File: src/rtl/vote_recorder.sv
// Vote recorder: arms on a ballot pulse, records one one-hot candidate vote, then locks out.
// Optional build macro VOTE_REC_SAT_EN: counters saturate and drive a sticky sat_flag.
module vote_recorder #(
    parameter int unsigned NUM_CAND    = 4,
    parameter int unsigned CNT_W       = 8,
    parameter int unsigned LOCK_CYCLES = 16,
    parameter int unsigned SEL_W       = 2
) (
    input  logic                clk,
    input  logic                reset,
    input  logic                ballot_en,
    input  logic [NUM_CAND-1:0] cand_pulse,
    input  logic                mode,
    input  logic [SEL_W-1:0]    result_sel,
    output logic                armed,
    output logic                vote_ok,
    output logic                invalid,
    output logic [CNT_W-1:0]    count_out,
    output logic                sat_flag
);

    localparam int unsigned LCK_W = (LOCK_CYCLES > 1) ? $clog2(LOCK_CYCLES) : 1;
    localparam logic [CNT_W-1:0] CNT_MAX = '1;

    typedef enum logic [1:0] {
        IDLE,
        ARMED,
        LOCK
    } state_t;

    state_t             state_q, state_d;
    logic [LCK_W-1:0]   lock_q, lock_d;
    logic [CNT_W-1:0]   cnt_q [NUM_CAND];
    logic [CNT_W-1:0]   cnt_d [NUM_CAND];
    logic               vote_ok_q, vote_ok_d;
    logic               invalid_q, invalid_d;
    logic [CNT_W-1:0]   cout_q, cout_d;
    logic               accept;
    logic               any_hit;
    logic               multi_hit;
    logic [CNT_W-1:0]   rd_val;

    // x & (x-1) is non-zero exactly when more than one bit is set
    assign any_hit   = |cand_pulse;
    assign multi_hit = |(cand_pulse & (cand_pulse - NUM_CAND'(1)));

    always_comb begin
        state_d   = state_q;
        lock_d    = lock_q;
        accept    = 1'b0;
        invalid_d = 1'b0;
        case (state_q)
            IDLE: begin
                if (ballot_en && !mode) begin
                    state_d = ARMED;
                end
            end
            ARMED: begin
                if (mode) begin
                    state_d = IDLE;
                end else if (multi_hit) begin
                    invalid_d = 1'b1;
                end else if (any_hit) begin
                    accept  = 1'b1;
                    state_d = LOCK;
                    lock_d  = LCK_W'(LOCK_CYCLES - 1);
                end
            end
            LOCK: begin
                if (lock_q == '0) begin
                    state_d = IDLE;
                end else begin
                    lock_d = lock_q - LCK_W'(1);
                end
            end
            default: begin
                state_d = IDLE;
            end
        endcase
        vote_ok_d = accept;
    end

`ifdef VOTE_REC_SAT_EN
    logic sat_q, sat_d;

    always_comb begin
        sat_d = sat_q;
        for (int unsigned i = 0; i < NUM_CAND; i++) begin
            cnt_d[i] = cnt_q[i];
            if (accept && cand_pulse[i]) begin
                if (cnt_q[i] != CNT_MAX) begin
                    cnt_d[i] = cnt_q[i] + CNT_W'(1);
                end
                if (cnt_d[i] == CNT_MAX) begin
                    sat_d = 1'b1;
                end
            end
        end
    end

    always_ff @(posedge clk) begin
        if (reset) begin
            sat_q <= 1'b0;
        end else begin
            sat_q <= sat_d;
        end
    end

    assign sat_flag = sat_q;
`else
    always_comb begin
        for (int unsigned i = 0; i < NUM_CAND; i++) begin
            cnt_d[i] = cnt_q[i];
            if (accept && cand_pulse[i]) begin
                cnt_d[i] = cnt_q[i] + CNT_W'(1);
            end
        end
    end

    assign sat_flag = 1'b0;
`endif

    // Out-of-range selects match no counter and read back as zero
    always_comb begin
        rd_val = '0;
        for (int unsigned i = 0; i < NUM_CAND; i++) begin
            if (32'(result_sel) == i) begin
                rd_val = cnt_q[i];
            end
        end
        cout_d = mode ? rd_val : '0;
    end

    always_ff @(posedge clk) begin
        if (reset) begin
            state_q   <= IDLE;
            lock_q    <= '0;
            vote_ok_q <= 1'b0;
            invalid_q <= 1'b0;
            cout_q    <= '0;
            for (int unsigned i = 0; i < NUM_CAND; i++) begin
                cnt_q[i] <= '0;
            end
        end else begin
            state_q   <= state_d;
            lock_q    <= lock_d;
            vote_ok_q <= vote_ok_d;
            invalid_q <= invalid_d;
            cout_q    <= cout_d;
            for (int unsigned i = 0; i < NUM_CAND; i++) begin
                cnt_q[i] <= cnt_d[i];
            end
        end
    end

    assign armed     = (state_q == ARMED);
    assign vote_ok   = vote_ok_q;
    assign invalid   = invalid_q;
    assign count_out = cout_q;

endmodule

File: config.mk
export PLATFORM = sky130hd
export DESIGN_NAME = vote_recorder
export DESIGN_NICKNAME = d
export VERILOG_FILES = /design/src/rtl/vote_recorder.sv
export SDC_FILE = /design/constraint.sdc
export NUM_CORES = 1
export LEC_CHECK = 0
export ABC_CLOCK_PERIOD_IN_PS = 3600
export BUFFER_PORTS_ARGS = -buffer_cell sky130_fd_sc_hd__buf_2
export CAP_MARGIN = 20
export CORE_ASPECT_RATIO = 1.25
export CORE_MARGIN = 2
export CORE_UTILIZATION = 25
export CTS_CLUSTER_DIAMETER = 150
export DETAILED_ROUTE_END_ITERATION = 10
export PLACE_DENSITY = 0.36
export SLEW_MARGIN = 20
export SYNTH_ARGS = -nofsm -noshare
export SYNTH_HDL_FRONTEND = slang
export SYNTH_SLANG_ARGS = --single-unit
File: constraint.sdc
create_clock -name clk -period 3.6 [get_ports clk]
set_clock_uncertainty 0.05 [all_clocks]
set_input_delay 0.72 -clock clk [delete_from_list [all_inputs] [get_ports clk]]
set_output_delay 0.72 -clock clk [all_outputs]
set_load 0.02 [all_outputs]
==> impl_metrics.json, run 1 <==
{
  "worst_pin_slew_ns": 0.530,
  "detail_route.vias_per_cell": 4.63,
  "crit_fanout": 11,
  "relSlewSlack": 0.645,
  "end_kind": "flip-flop",
  "status": "complete, no violations",
  "io_buffers": 20,
  "critPathSlowestCell": "or3b_1",
  "grtUsageTotal": 0.121,
  "switchingPower_uw": 243,
  "vias": 1797,
  "drv_slew": 0,
  "avgSynthCellArea_sq_um": 9.89,
  "syn_area_sq_um": 2400,
  "synth_seq_cells": 48,
  "p_leak_uw": 0.000969,
  "drive_above_1_share": 0.191,
  "wl_microns": 5910,
  "post-route-drc-count": 0,
  "rr_startpoint": "state_q[0]",
  "hold_viol": 0,
  "synth_edf_count": 0,
  "postRouteAntennaNets": 0,
  "seqPwrFrac": 0.499,
  "rows": 40,
  "final_nets": 277,
  "internal_power_uw": 829,
  "grt_pass1_vias": 1841,
  "clock_sinks": 48,
  "synth_area_leaders": "dfxtp_1 40%, mux4_2 7.5%, xnor2_1 4.7%",
  "r2r_setup_slack_ns": 1.62,
  "period_share": 0.583,
  "r2r-end": "cnt_q[3][6]",
  "antenna_found_initial": 0,
  "floorplan.initialDensity": 0.253,
  "finalSetupViolCount": 0,
  "vdd_drop_max_mv": 0.159,
  "max_freq_mhz": 476,
  "max_cap_viol_count": 0,
  "grt_pass1_wl_microns": 9780,
  "rsz0062_at_grt": "false",
  "min_path_cells": 2,
  "placed_cells_incl_taps": 380,
  "h-tree-depth": 2,
  "cp_top_family": "simple AND/OR/NAND/NOR gates",
  "power_density_nw_per_um2": 386,
  "grt_max_degree": 42,
  "dr.pass1.iters": 4,
  "cp.arrival_ns": 2.21,
  "ys_async_sr_fraction": 0,
  "cts_buffers": 5,
  "start_kind": "input port",
  "cts_resized": 0,
  "combPwrFrac": 0.053,
  "synth_nets": 259,
  "fp.dieW_microns": 91.7,
  "cp.required_ns": 3.72,
  "path_class": "input port to flip-flop",
  "place_hpwl_microns": 4340,
  "fin_ws_ns": 1.50,
  "cp_cell_sequence": "buf_2 > or3b_1 > a2111oi_1 > xnor2_1 > nor2_1",
  "cp_num_buf_inv": 1,
  "dieArea_sq_um": 10400,
  "ys_warn_count": 0,
  "cts_tree": "built",
  "syn_to_final_growth_pct": 15.6,
  "drt_iter0_markers": 59,
  "seq_area_frac_synth": 0.400,
  "final_cells": 388,
  "switching_share": 0.227,
  "synth_cells": 243,
  "gp_congestion": 0.714,
  "wl_per_cell_microns": 15.2,
  "ctsHoldBuffers": 0,
  "insertion_delay_ns": 0.29,
  "cts-root-buf": "clkbuf_16",
  "clk_pin_slew_ns": 0.06,
  "dominantRegCellSynth": "dfxtp_1",
  "core_area_sq_um": 9510,
  "synth_top_area_share": 0.400,
  "min_from": "cnt_q[0][7]",
  "post_cts_buffers": 0,
  "critical_path.startpoint": "mode",
  "cts_buffer_depth": 2,
  "tns_ns": 0,
  "hp-class": "flip-flop to flip-flop",
  "diodes": 0,
  "yosysTopAreaCell": "dfxtp_1",
  "layout_min_cycle_time_ns": 2.10,
  "total_power_uw": 1070,
  "min_to": "cnt_q[0][7]",
  "reg2reg_depth": 4,
  "place_ws_ns": 1.19,
  "die_y_microns": 114,
  "overflow": 0,
  "pin_count": 22,
  "clkPwrFrac": 0.448,
  "synth_cell_types": 48,
  "cpPeakStageDelay_ns": 0.59,
  "nFillCells": 1042
}
==> cell families (layout without fill, tap and decap cells) <==
kind of cell,after synthesis,count (layout),synth area share
other cells,1,1,0.00156
compound gates,23,23,0.0682
buf+inv,17,36,0.0307
simple gates,111,111,0.286
fa+ha+maj,6,6,0.0312
mux,11,11,0.0875
flops,48,48,0.400
xor+xnor,26,26,0.0947
==> worst max-delay path by stage <==
stage                             end  slack, ns  cells past startpoint
final                     cnt_q[3][6]       1.50                      5
after global routing      cnt_q[3][6]       1.41                      5
after CTS                 cnt_q[3][6]       1.50                      5
after detailed placement  cnt_q[3][6]       1.19                      5
after global placement    cnt_q[3][6]       1.21                      5
after floorplan           cnt_q[1][7]       1.42                      6
==> synth_stat cells, types with 3 or more instances <==
| master | number |
|---|---|
| dfxtp_1 | 48 |
| nor2_1 | 30 |
| nand3_1 | 15 |
| xnor2_1 | 13 |
| xor2_1 | 13 |
| a21oi_1 | 9 |
| nand2_1 | 9 |
| nand4_1 | 9 |
| nor2b_1 | 9 |
| mux4_2 | 8 |
| nor3_1 | 7 |
| ha_1 | 6 |
| buf_2 | 5 |
| clkbuf_1 | 5 |
| inv_1 | 5 |
| and4_1 | 4 |
| and3_1 | 3 |
| mux2i_1 | 3 |
| nand2b_1 | 3 |
| nor4_1 | 3 |
==> power groups by stage <==
stage / Clock, uW / Sequential, uW / Combinational (uW)
final: 481 / 535 / 56.3
after global routing: 527 / 535 / 61.6
after CTS: 502 / 535 / 57.9
after detailed placement: 0 / 547 / 57.7
after global placement: 0 / 547 / 57.7
after floorplan: 0 / 547 / 41.2
==> tightest hold or removal path, stage by stage (launching register included) <==
cell	delay (ns)
dfxtp_1	0.34
o31ai_1	0.07
a21oi_1	0.05
==> per-stage QoR <==
stage | instance area (sq um) | hold WS (ns) | utilization
6_report | 2780 | 0.455 | 0.292
2_1_floorplan | 2400 | 0.399 | -
3_5_place_dp | 2630 | 0.447 | 0.276
5_1_grt | 2780 | 0.475 | 0.292
3_3_place_gp | 2630 | 0.458 | 0.276
4_1_cts | 2780 | 0.458 | 0.292
==> routing by layer <==
layer  track usage  wire length, microns
met5             0                     0
met4        0.0418                    91
met3        0.0297                   152
met2         0.217                  2990
met1         0.140                  2670
==> registers in the layout (all words and copies together) (netlist names) <==
register / cells
cnt_q: 32
count_out: 8
lock_q: 4
state_q: 2
invalid: 1
vote_ok: 1
==> cell usage in the layout (no fill, tap or decap), drive strengths merged, types with 3 or more instances in the layout <==
cell    instances
a21oi           9
and3            3
and4            4
buf            23
clkbuf          7
dfxtp          48
ha              6
inv             5
mux2i           3
mux4            8
nand2          10
nand2b          3
nand3          15
nand4           9
nor2           30
nor2b           9
nor3            7
nor4            6
nor4b           4
o21ai           4
xnor2          13
xor2           13
==> cell type report <==
type / count / area (sq um) / area share
clock inverter: 1 / 7.51 / 0.00270
clock buffer: 7 / 143 / 0.0513
sequential: 48 / 961 / 0.346
multi-input combinational: 178 / 1370 / 0.493
inverter: 5 / 18.8 / 0.00675
timing repair buffer: 23 / 123 / 0.0441
tap: 126 / 158 / 0.0567
Power figures use the tool's default switching activity.
==> run 2: changes to the inputs <==
--- a/config.mk
+++ b/config.mk
@@ -5,7 +5,7 @@
 export SDC_FILE = /design/constraint.sdc
 export NUM_CORES = 1
 export LEC_CHECK = 0
-export ABC_CLOCK_PERIOD_IN_PS = 3600
+export ABC_CLOCK_PERIOD_IN_PS = 2150
 export BUFFER_PORTS_ARGS = -buffer_cell sky130_fd_sc_hd__buf_2
 export CAP_MARGIN = 20
 export CORE_ASPECT_RATIO = 1.25
==> constraint.sdc (replaced) <==
create_clock -name clk -period 2.15 [get_ports clk]
set_clock_uncertainty 0.05 [all_clocks]
set_input_delay 0.43 -clock clk [delete_from_list [all_inputs] [get_ports clk]]
set_output_delay 0.43 -clock clk [all_outputs]
set_load 0.02 [all_outputs]
==> run 2 against run 1 <==
  * Clock-buffer cell count is the same
  * Largest cell class unchanged
  * Wire length grew 3.4%
  * Worst setup slack lost 1.1 ns
  * Highest routed layer unchanged
==> impl_metrics.json, run 2 (synthesis gave the netlist of run 1 again) <==
{
  "max_cap_viol_count": 0,
  "hp-class": "input port to flip-flop",
  "cts_tree": "built",
  "end_kind": "flip-flop",
  "overflow": 0,
  "cpPeakStageDelay_ns": 0.55,
  "wl_microns": 6100,
  "drv_slew": 0,
  "vdd_drop_max_mv": 0.253,
  "grtUsageTotal": 0.125,
  "pin_count": 22,
  "h-tree-depth": 2,
  "cts-root-buf": "clkbuf_16",
  "dr.pass1.iters": 5,
  "io_buffers": 20,
  "diodes": 0,
  "power_density_nw_per_um2": 678,
  "final_nets": 288,
  "clk_pin_slew_ns": 0.07,
  "period_share": 0.824,
  "rows": 40,
  "cp_top_family": "simple AND/OR/NAND/NOR gates",
  "rsz0062_at_grt": "false",
  "postRouteAntennaNets": 0,
  "finalSetupViolCount": 0,
  "post-route-drc-count": 0,
  "final_cells": 399,
  "insertion_delay_ns": 0.29,
  "tns_ns": 0,
  "start_kind": "flip-flop",
  "cp.required_ns": 2.28,
  "syn_to_final_growth_pct": 20.4,
  "max_freq_mhz": 565,
  "placed_cells_incl_taps": 391,
  "gp_congestion": 0.766,
  "p_leak_uw": 0.00104,
  "core_area_sq_um": 9510,
  "mostFrequentLayoutCell": "dfxtp_1",
  "grt_pass1_wl_microns": 10100,
  "detail_route.vias_per_cell": 4.67,
  "ctsHoldBuffers": 0,
  "drive_above_1_share": 0.227,
  "crit_fanout": 8,
  "fp.dieW_microns": 91.7,
  "critPathSlowestCell": "or4b_4",
  "die_y_microns": 114,
  "clock_sinks": 48,
  "cts_resized": 0,
  "layout_common_cells": "48 x dfxtp_1, 30 x nor2_1, 20 x buf_2",
  "status": "complete, no violations",
  "wl_per_cell_microns": 15.3,
  "hold_viol": 0,
  "post_cts_buffers": 0,
  "vias": 1865,
  "dieArea_sq_um": 10400,
  "top_register": "cnt_q",
  "drt_iter0_markers": 78,
  "grt_max_degree": 25,
  "grt_pass1_vias": 1816,
  "floorplan.initialDensity": 0.253,
  "antenna_found_initial": 0,
  "layout_min_cycle_time_ns": 1.77,
  "place_hpwl_microns": 4570,
  "cts_buffers": 5,
  "path_class": "flip-flop to flip-flop",
  "cp_cell_sequence": "or4b_4 > nor4b_4 > mux2i_1 > nor2_1",
  "largest_register_ffs": 32,
  "cp.arrival_ns": 1.90,
  "cp_num_buf_inv": 0,
  "cts_buffer_depth": 2
}
[run 2: cell count changes in the layout (fill, tap and decap cells not counted)]
cell | before | now
bufinv_16 | 0 | 1
clkbuf_8 | 1 | 2
buf_4 | 3 | 14
clkinvlp_4 | 1 | 0
clkbuf_1 | 1 | 0
[run 2: power by group]
part | switching (uW) | leakage [uW] | total (uW) | internal, uW
sequential | 3.60 | 0.000387 | 895 | 892
combinational | 65.0 | 0.000565 | 106 | 41.5
clock | 347 | 0.0000901 | 960 | 613
total | 416 | 0.00104 | 1960 | 1550
[run 2: path summary, 6_finish.rpt]
check	start	end	slack, ns	depth (start not counted)
max	state_q[0]	cnt_q[3][1]	0.38	4
min	mode	state_q[0]	0.37	2
max reg2reg	state_q[0]	cnt_q[3][1]	0.38	4
min reg2reg	cnt_q[0][7]	cnt_q[0][7]	0.43	2
[run 2: metrics by stage]
stage          utilization  hold slack, ns  power (uW)  setup slack, ns  instance area [sq um]
3_5_place_dp         0.285           0.429        1020            0.135                   2710
5_1_grt              0.304           0.389        2030            0.239                   2890
2_1_floorplan            -           0.399         984            0.258                   2400
4_1_cts              0.304           0.369        1990            0.360                   2890
3_3_place_gp         0.285           0.422        1030            0.153                   2710
6_report             0.304           0.367        1960            0.379                   2890
[run 2: routing by layer]
layer	track usage	wire length, microns
met1	0.158	2810
met2	0.211	3020
met3	0.0238	168
met4	0.0507	107
met5	0	0
[run 2: area by class of cell]
type,count,area (sq um)
tap,126,158
multi-input combinational,178,1370
fill,1025,6620
inverter,5,18.8
sequential,48,961
clock inverter,1,30.0
timing repair buffer,34,205
clock buffer,7,153
